[src/rtl/regfile_pkg.sv]
// Shared definitions for the register file slice: default sizing, the
// hardwired-zero register address and an address type for the default size.
package regfile_pkg;

    localparam int unsigned XLEN_DEF  = 32;
    localparam int unsigned NREGS_DEF = 32;
    localparam int unsigned AW_DEF    = $clog2(NREGS_DEF);

    // Register 0 always reads zero and never becomes pending.
    localparam int unsigned ZERO_REG  = 0;

    typedef logic [AW_DEF-1:0] addr_t;

endpackage

[src/rtl/regfile_scoreboard.sv]
// Pending-write scoreboard: one busy bit per register plus a running count.
// Ports:
//   clk, rst_n          clock, async active-low reset
//   iss_en, iss_addr    issue: mark destination pending
//   clr_en, clr_addr    writeback: clear pending bit
//   flush               clear every busy bit (wins over issue and clear)
//   busy                busy bit vector (bit 0 always 0)
//   busy_cnt            number of set busy bits, registered
module regfile_scoreboard
    import regfile_pkg::*;
#(
    parameter int unsigned NREGS = NREGS_DEF,
    localparam int unsigned AW   = $clog2(NREGS)
) (
    input  logic             clk,
    input  logic             rst_n,
    input  logic             iss_en,
    input  logic [AW-1:0]    iss_addr,
    input  logic             clr_en,
    input  logic [AW-1:0]    clr_addr,
    input  logic             flush,
    output logic [NREGS-1:0] busy,
    output logic [AW:0]      busy_cnt
);

    localparam int unsigned CW = AW + 1;

    logic [NREGS-1:0] busy_q, busy_d;
    logic [AW:0]      cnt_q, cnt_d;
    logic             iss_v, clr_v, set_new, clr_old;

    always_comb begin
        iss_v   = iss_en && (iss_addr != AW'(ZERO_REG));
        clr_v   = clr_en && (clr_addr != AW'(ZERO_REG));
        set_new = iss_v && !busy_q[iss_addr];
        // A clear to the register being issued this cycle is overridden.
        clr_old = clr_v && busy_q[clr_addr] && !(iss_v && (iss_addr == clr_addr));

        busy_d = busy_q;
        cnt_d  = cnt_q;
        if (flush) begin
            busy_d = '0;
            cnt_d  = '0;
        end else begin
            if (clr_v) busy_d[clr_addr] = 1'b0;
            if (iss_v) busy_d[iss_addr] = 1'b1;
            cnt_d = cnt_q + CW'(set_new) - CW'(clr_old);
        end
    end

    always_ff @(posedge clk or negedge rst_n) begin
        if (!rst_n) begin
            busy_q <= '0;
            cnt_q  <= '0;
        end else begin
            busy_q <= busy_d;
            cnt_q  <= cnt_d;
        end
    end

    assign busy     = busy_q;
    assign busy_cnt = cnt_q;

endmodule

[src/rtl/regfile_sb.sv]
// Multi-read-port integer register file with optional write-to-read bypass
// and a pending-write scoreboard for pipeline hazard detection.
// Ports:
//   clk, rst_n                  clock, async active-low reset
//   rd_addr / rd_data / rd_busy NRD packed read ports (port i at slice i)
//   wr_en, wr_addr, wr_data     writeback; clears the pending bit
//   iss_en, iss_addr            issue; marks the destination pending
//   flush                       clears all pending bits, data kept
//   busy_cnt                    number of pending registers, registered
module regfile_sb
    import regfile_pkg::*;
#(
    parameter int unsigned XLEN   = XLEN_DEF,
    parameter int unsigned NREGS  = NREGS_DEF,
    parameter int unsigned NRD    = 2,
    parameter int unsigned BYPASS = 1,
    localparam int unsigned AW    = $clog2(NREGS)
) (
    input  logic                clk,
    input  logic                rst_n,
    input  logic [NRD*AW-1:0]   rd_addr,
    output logic [NRD*XLEN-1:0] rd_data,
    output logic [NRD-1:0]      rd_busy,
    input  logic                wr_en,
    input  logic [AW-1:0]       wr_addr,
    input  logic [XLEN-1:0]     wr_data,
    input  logic                iss_en,
    input  logic [AW-1:0]       iss_addr,
    input  logic                flush,
    output logic [AW:0]         busy_cnt
);

    logic [NREGS-1:0][XLEN-1:0] mem_q, mem_d;
    logic [NREGS-1:0]           busy;
    logic                       wr_v;

    assign wr_v = wr_en && (wr_addr != AW'(ZERO_REG));

    always_comb begin
        mem_d = mem_q;
        if (wr_v) mem_d[wr_addr] = wr_data;
    end

    always_ff @(posedge clk or negedge rst_n) begin
        if (!rst_n) begin
            mem_q <= '0;
        end else begin
            mem_q <= mem_d;
        end
    end

    regfile_scoreboard #(
        .NREGS (NREGS)
    ) u_scoreboard (
        .clk      (clk),
        .rst_n    (rst_n),
        .iss_en   (iss_en),
        .iss_addr (iss_addr),
        .clr_en   (wr_en),
        .clr_addr (wr_addr),
        .flush    (flush),
        .busy     (busy),
        .busy_cnt (busy_cnt)
    );

    for (genvar i = 0; i < NRD; i++) begin : g_rd
        logic [AW-1:0] addr;
        logic          hit;

        assign addr = rd_addr[i*AW +: AW];
        // wr_v already excludes x0, so a hit implies a nonzero address.
        assign hit  = (BYPASS != 0) && wr_v && (wr_addr == addr);

        assign rd_data[i*XLEN +: XLEN] = (addr == AW'(ZERO_REG)) ? '0      :
                                         hit                     ? wr_data :
                                                                   mem_q[addr];
        // busy[0] is never set, so x0 needs no special case here.
        assign rd_busy[i] = hit ? 1'b0 : busy[addr];
    end

endmodule

[config.mk]
export PLATFORM = sky130hd
export DESIGN_NAME = regfile_sb
export DESIGN_NICKNAME = d
export VERILOG_FILES = /design/src/rtl/regfile_pkg.sv /design/src/rtl/regfile_scoreboard.sv /design/src/rtl/regfile_sb.sv
export SDC_FILE = /design/constraint.sdc
export NUM_CORES = 2
export LEC_CHECK = 0
export CORE_UTILIZATION = 55
export CTS_CLUSTER_DIAMETER = 40
export DETAILED_ROUTE_END_ITERATION = 16
export PLACE_DENSITY_LB_ADDON = 0.05
export RECOVER_POWER = 100
export SETUP_SLACK_MARGIN = 0.3
export SLEW_MARGIN = 20
export SYNTH_ARGS = -nofsm -noshare
export SYNTH_HDL_FRONTEND = slang
export SYNTH_HIERARCHICAL = 1
export SYNTH_SLANG_ARGS = --single-unit
[constraint.sdc]
create_clock -name clk -period 3.6 [get_ports clk]
set_input_delay 0.72 -clock clk [delete_from_list [all_inputs] [get_ports clk]]
set_output_delay 0.72 -clock clk [all_outputs]
set_load 0.05 [all_outputs]
Word-level counts from Yosys, hierarchy flattened
Index checks and enable logic that the tools add are counted.
{"block": "op_classes", "mux": 30, "addsub": 2, "order_cmp": 6, "n_reduce_logical": 16, "n_bitwise": 3, "eq_ne": 3}
{"cell": "$bwmux 1024", "count": 1}
{"cell": "$mux 32", "count": 11}
{"cell": "$bmux 32 s5", "count": 2}
{"cell": "$demux 32 s5", "count": 1}
{"cell": "$and 32x32->32", "count": 1}
{"cell": "$not 32->32", "count": 1}
{"cell": "$or 32x32->32", "count": 1}
{"cell": "$lt 5x6->1 const B", "count": 4}
{"cell": "$bmux 1 s5", "count": 4}
{"cell": "$eq 5x5->1", "count": 3}
{"cell": "$demux 1 s5", "count": 2}
{"cell": "$ge 5x1->1 const B", "count": 2}
{"cell": "$logic_and 1x1->1", "count": 10}
{"cell": "$logic_not 5->1", "count": 2}
{"cell": "$reduce_bool 5->1", "count": 2}
{"cell": "$mux 1", "count": 8}
{"cell": "$add 6x1->6", "count": 1}
{"cell": "$mux 6", "count": 1}
{"cell": "$sub 6x1->6", "count": 1}
{"cell": "$logic_not 1->1", "count": 2}
{"block": "totals", "register_bits": 1062, "elab_cells": 94, "out_inout_bits": 72, "input_bits": 57}

Logic depth before layout (Yosys ltp)
{"block": "depth", "depth_word": 11, "mapped_depth": 15, "mapped_depth_nobuf": 14}

By module
Netlist, hierarchy kept.
{"mod": "regfile_sb", "area_each_um2": 55544.5, "n_inst": 1, "cells_each": 3849, "seq_area_each_um2": 25624.6}
{"mod": "regfile_scoreboard", "area_each_um2": 2464.9, "n_inst": 1, "cells_each": 276, "seq_area_each_um2": 950.9}

Worst setup path after synthesis
OpenSTA, ideal clock, no wires.
{"block": "synth_path", "path_kind": "in2reg", "start": "input port wr_addr[2]", "end": "register u_scoreboard.cnt_q[5] (netlist: u_scoreboard/busy_cnt[5])", "arrival_time_ns": 3.520, "path_slack_ns": -0.059, "n_path_buf": 1, "path_stages": 14, "required_ns": 3.461, "setup_ns": 0.139, "path_cell_list": "buf_2 or3b_1 o22ai_1 or4_1 a32oi_1 nor3_1 ha_1 inv_1 ha_1 a21o_1 a21oi_1 o21bai_1 and4b_1 or4_1"}
{"block": "synth_between", "elab_chain_cells": 6, "word_cells_on_any_way": 11, "classes_between": "add/sub (1); eq/ne (1); mux (3); reduce/logical (6)"}
{"element": "start: declaration", "line": "regfile_sb.sv:25", "text": "input logic [AW-1:0] wr_addr,"}
{"element": "$bmux 1 s5, or another cell as far along", "line": "regfile_scoreboard.sv:37", "text": "clr_old = clr_v && busy_q[clr_addr] && !(iss_v && (iss_addr == clr_addr));"}
{"element": "$mux 1 (implied by the code), or another cell as far along", "line": "regfile_scoreboard.sv:37"}
{"element": "$logic_and 1x1->1 or $logic_not 1->1 (tied branches)", "line": "regfile_scoreboard.sv:37"}
{"element": "$logic_and 1x1->1 (*)", "line": "regfile_scoreboard.sv:37"}
{"element": "$sub 6x1->6 (*)", "line": "regfile_scoreboard.sv:47", "text": "cnt_d = cnt_q + CW'(set_new) - CW'(clr_old);"}
{"element": "$mux 6 (*)", "line": "regfile_scoreboard.sv:41", "text": "if (flush) begin"}
{"element": "named net u_scoreboard.cnt_d[5]", "line": "regfile_scoreboard.sv:29", "text": "logic [AW:0] cnt_q, cnt_d;"}
{"element": "end signal: assignment", "line": "regfile_scoreboard.sv:57", "text": "cnt_q <= cnt_d;"}
{"element": "end: declaration", "line": "regfile_scoreboard.sv:29"}
Mark *: on every way through the listed nets, which the timed path passes. The rest lies on a longest branch. The select of a mux whose other input is x is not followed.
A chain may end at the register's enable or synchronous reset.

Worst setup path in the final report
{"block": "layout_path", "start": "input port wr_en", "end": "register mem_q[915] (netlist name)"}
{"block": "layout_between", "elab_chain_cells": 1}
{"element": "start: declaration", "line": "regfile_sb.sv:24", "text": "input logic wr_en,"}
{"element": "$logic_and 1x1->1", "line": "regfile_sb.sv:37", "text": "assign wr_v = wr_en && (wr_addr != AW'(ZERO_REG));"}
{"element": "end signal: assignment", "line": "regfile_sb.sv:48", "text": "mem_q <= mem_d;"}
{"element": "end: declaration", "line": "regfile_sb.sv:33", "text": "logic [NREGS-1:0][XLEN-1:0] mem_q, mem_d;"}
Every way passes these cells.

==> run_results.csv <==
group,metric,value,unit
drt,via_count,43400,
timing,fmax,0.278,GHz
timing,worst_slack,-0.0000626,ns
critical_path,arrival,4.24,ns
layout,num-nets-final,4682,
critical_path,r2r_start,"u_scoreboard/busy[19]$_DFF_PN0_",
critical_path,timing.rr.end,"u_scoreboard/busy_cnt[5]$_DFF_PN0_",
layout,area_delta_synth_final,26.9,%
clocking,cts.sinks,1062,
yosys,synth_edf_count,0,
pwr,power_density,569,mW/mm²
clocking,h-tree-depth,4,
timing,fin_crit_sh,100,%
die,fp.dieW,327,µm
global_routing,antenna_found_initial,3,
drt,ant_nets,0,
global_routing,grt.overflow.total,0,
drt,wirelength,223000,µm
status,status,"complete, but fails checks",
yosys,yosysWarnings,6,
layout,fin_util,70.7,%
critical_path,crit_path_frequent_cell,"clkbuf_1",
yosys,postSynth.asyncResetShare,100,%
drt,first_pass_iters,6,
layout,diodes,0,
placed_design,gp_congestion,0.921,
die,coreArea,0.104,mm²
timing,skew,0.00687,ns
critical_path,crit_type,"input pin to flip-flop",
global_routing,grt_max_degree,91,
critical_path,crit_path_end,"mem_q[915]$_DFFE_PN0P_",
yosys,yosysTopAreaCell,"dfrtp_1",
clocking,clk_latency,0.77,ns
die,die_area,0.107,mm²
timing,final_max_slew_viol_count,365,
status,violations,"max-capacitance violations, max-slew violations, negative setup slack",
critical_path,cp-start-kind,"input pin",
drt,first_iter_violations,4886,
pwr,finalPower,41.8,mW
pwr,p_leak,32.3,nW
yosys,synth_cells,4125,
yosys,synth_area,0.0580,mm²
placed_design,io_buffers,128,
critical_path,startpoint,"wr_en",
critical_path,r2r_setup_slack,0.21,ns
global_routing,grt_pass1_wl,321000,µm
job,maxCapViolCount,13,
die,die_h,327,µm
die,pin_count,129,
yosys,synthFlopType,"dfrtp_1",
yosys,synth_top_cell_area_share,45.8,%
layout,fin_area,0.0736,mm²
critical_path,cp-end-kind,"flip-flop",
drt,vias_per_cell,7.08,
timing,worst_pin_slew,2.44,ns
critical_path,worst_path_max_delay_cell,"clkbuf_2",
drt,wire_per_inst,36.4,µm
yosys,yosysSeqAreaShare,45.8,%
clocking,cts_tree,"yes",
yosys,synth.net_count,4189,
timing,final.min_clock_period,3.60,ns
placed_design,hpwl,133000,µm
critical_path,cp_cell_sequence,"dlygate4sd2_1 -> clkbuf_1 -> clkbuf_1 -> or3b_2 -> nor2_1 -> clkbuf_2 -> mux2_2",
yosys,yosys_register_bits,1062,
critical_path,slowest_delay,1.32,ns
yosys,synth_area_leaders,"dfrtp_1 46%, mux2_2 20%, mux4_2 16%, mux2i_1 4.8%, clkbuf_1 1.7%",
critical_path,critPathRequiredTime,4.24,ns
yosys,synth_cell_types,64,
clocking,cts_buffer_depth,3,
timing,setup_viol,1,
yosys,syn_avg_cell_area,14.1,µm²
drt,drc,0,
global_routing,grt_use_total,41.8,%
timing,hold_viol_final,0,
timing,relSlewSlack,-63.0,%
yosys,synthMostInstantiatedCell,"dfrtp_1",
die,start_util,55.7,%
global_routing,first_global_vias,45600,
clocking,cts_made_buffers,161,
die,row_count,118,
clocking,cts_root_buf,"clkbuf_16",
placed_design,dp_slack,-0.701,ns
yosys,synth_commonest_cells,"1062 x dfrtp_1, 1046 x mux2_2, 408 x mux4_2",
placed_design,place_area,0.0645,mm²
layout,drive_above_1_share,56.5,%
critical_path,reg2reg_depth,13,
hold_path,hold_class,"flip-flop to flip-flop",
timing,rsz0062_at_grt,"yes",
critical_path,critPathMaxFanout,25,
pwr,peakVddDrop,0.440,mV
clocking,clk_pin_slew,0.05,ns
[critical path, delay by kind of cell]
kind	cells	cell delay (ns)
and+or+nand+nor	2	0.75
buffers and inverters	4	2.29
muxes	1	0.45
[routing by layer]
layer,up-vias,GRT usage (%),routed length [µm]
li1,17000,-,-
met1,22700,54.4,81700
met2,2838,62.7,100000
met3,886,11.1,25100
met4,4,25.6,16200
met5,-,0,24
[per-stage QoR]
stage | TNS [ns] | hold slack (ns) | std cells
after floorplan | 0 | 0.424 | 4125
after global placement | -17.32 | 0.377 | 5615
after detailed placement | -25.67 | 0.383 | 5615
after CTS | 0 | 0.396 | 6050
after global routing | -0.00257 | 0.404 | 6134
final | -0.0000626 | 0.393 | 6134
[cell families after synthesis]
logic type | share of synthesized area [%]
buffers and inverters | 3.66
DFF | 45.8
xor gates and xnor gates | 0.287
adders and majority gates | 0.164
muxes | 40.9
AOI/OAI and AO/OA | 6.48
and+or+nand+nor | 2.67
[power by group]
group / leakage, nW / switching, mW / internal (mW)
logic: 15.9 / 4.07 / 5.11
registers: 13.6 / 1.71 / 14.2
clock network: 2.78 / 6.30 / 10.5
[worst min-delay path by stage]
stage               cells past startpoint                   from  slack, ns                     to
finish                                  0  mem_q[12]$_DFFE_PN0P_       0.39  mem_q[12]$_DFFE_PN0P_
global route                            0  mem_q[12]$_DFFE_PN0P_       0.40  mem_q[12]$_DFFE_PN0P_
CTS                                     0  mem_q[31]$_DFFE_PN0P_       0.40  mem_q[31]$_DFFE_PN0P_
detailed placement                      0   mem_q[3]$_DFFE_PN0P_       0.38   mem_q[3]$_DFFE_PN0P_
global placement                        0   mem_q[3]$_DFFE_PN0P_       0.38   mem_q[3]$_DFFE_PN0P_
floorplan                               0                  rst_n       0.42   mem_q[0]$_DFFE_PN0P_
[layout make-up]
type	instances	area [µm²]
Clock inverter	110	1430
Inverter	12	48.8
Tap cell	1380	1730
Timing Repair Buffer	794	8660
Clock buffer	189	4340
Fill cell	6976	30500
Multi-Input combinational cell	2587	30800
Sequential cell	1062	26600
[cells in the final DEF (no fill, tap or decap), types with 74 or more instances in the layout]
master,count
dfrtp_1,1052
mux2_2,1027
mux4_2,408
buf_4,371
mux2i_1,258
clkbuf_16,172
buf_12,119
nand2_1,97
buf_6,86
a21oi_1,74
[flip-flops by register name, indices dropped and copies added, names as in the netlist]
| signal | count |
|---|---|
| u_scoreboard/busy | 32 |
| u_scoreboard/busy_cnt | 6 |
| mem_q | 1024 |
[what timing repair did]
action,CTS,global route
pin swaps,70,91
gates cloned,18,7
buffers inserted,117,77
hold buffers,1,0
gates resized for setup,318,207
endpoints found under the setup margin,68,68
endpoints found under the hold margin,20,0
(Power assumes the default switching activity.)
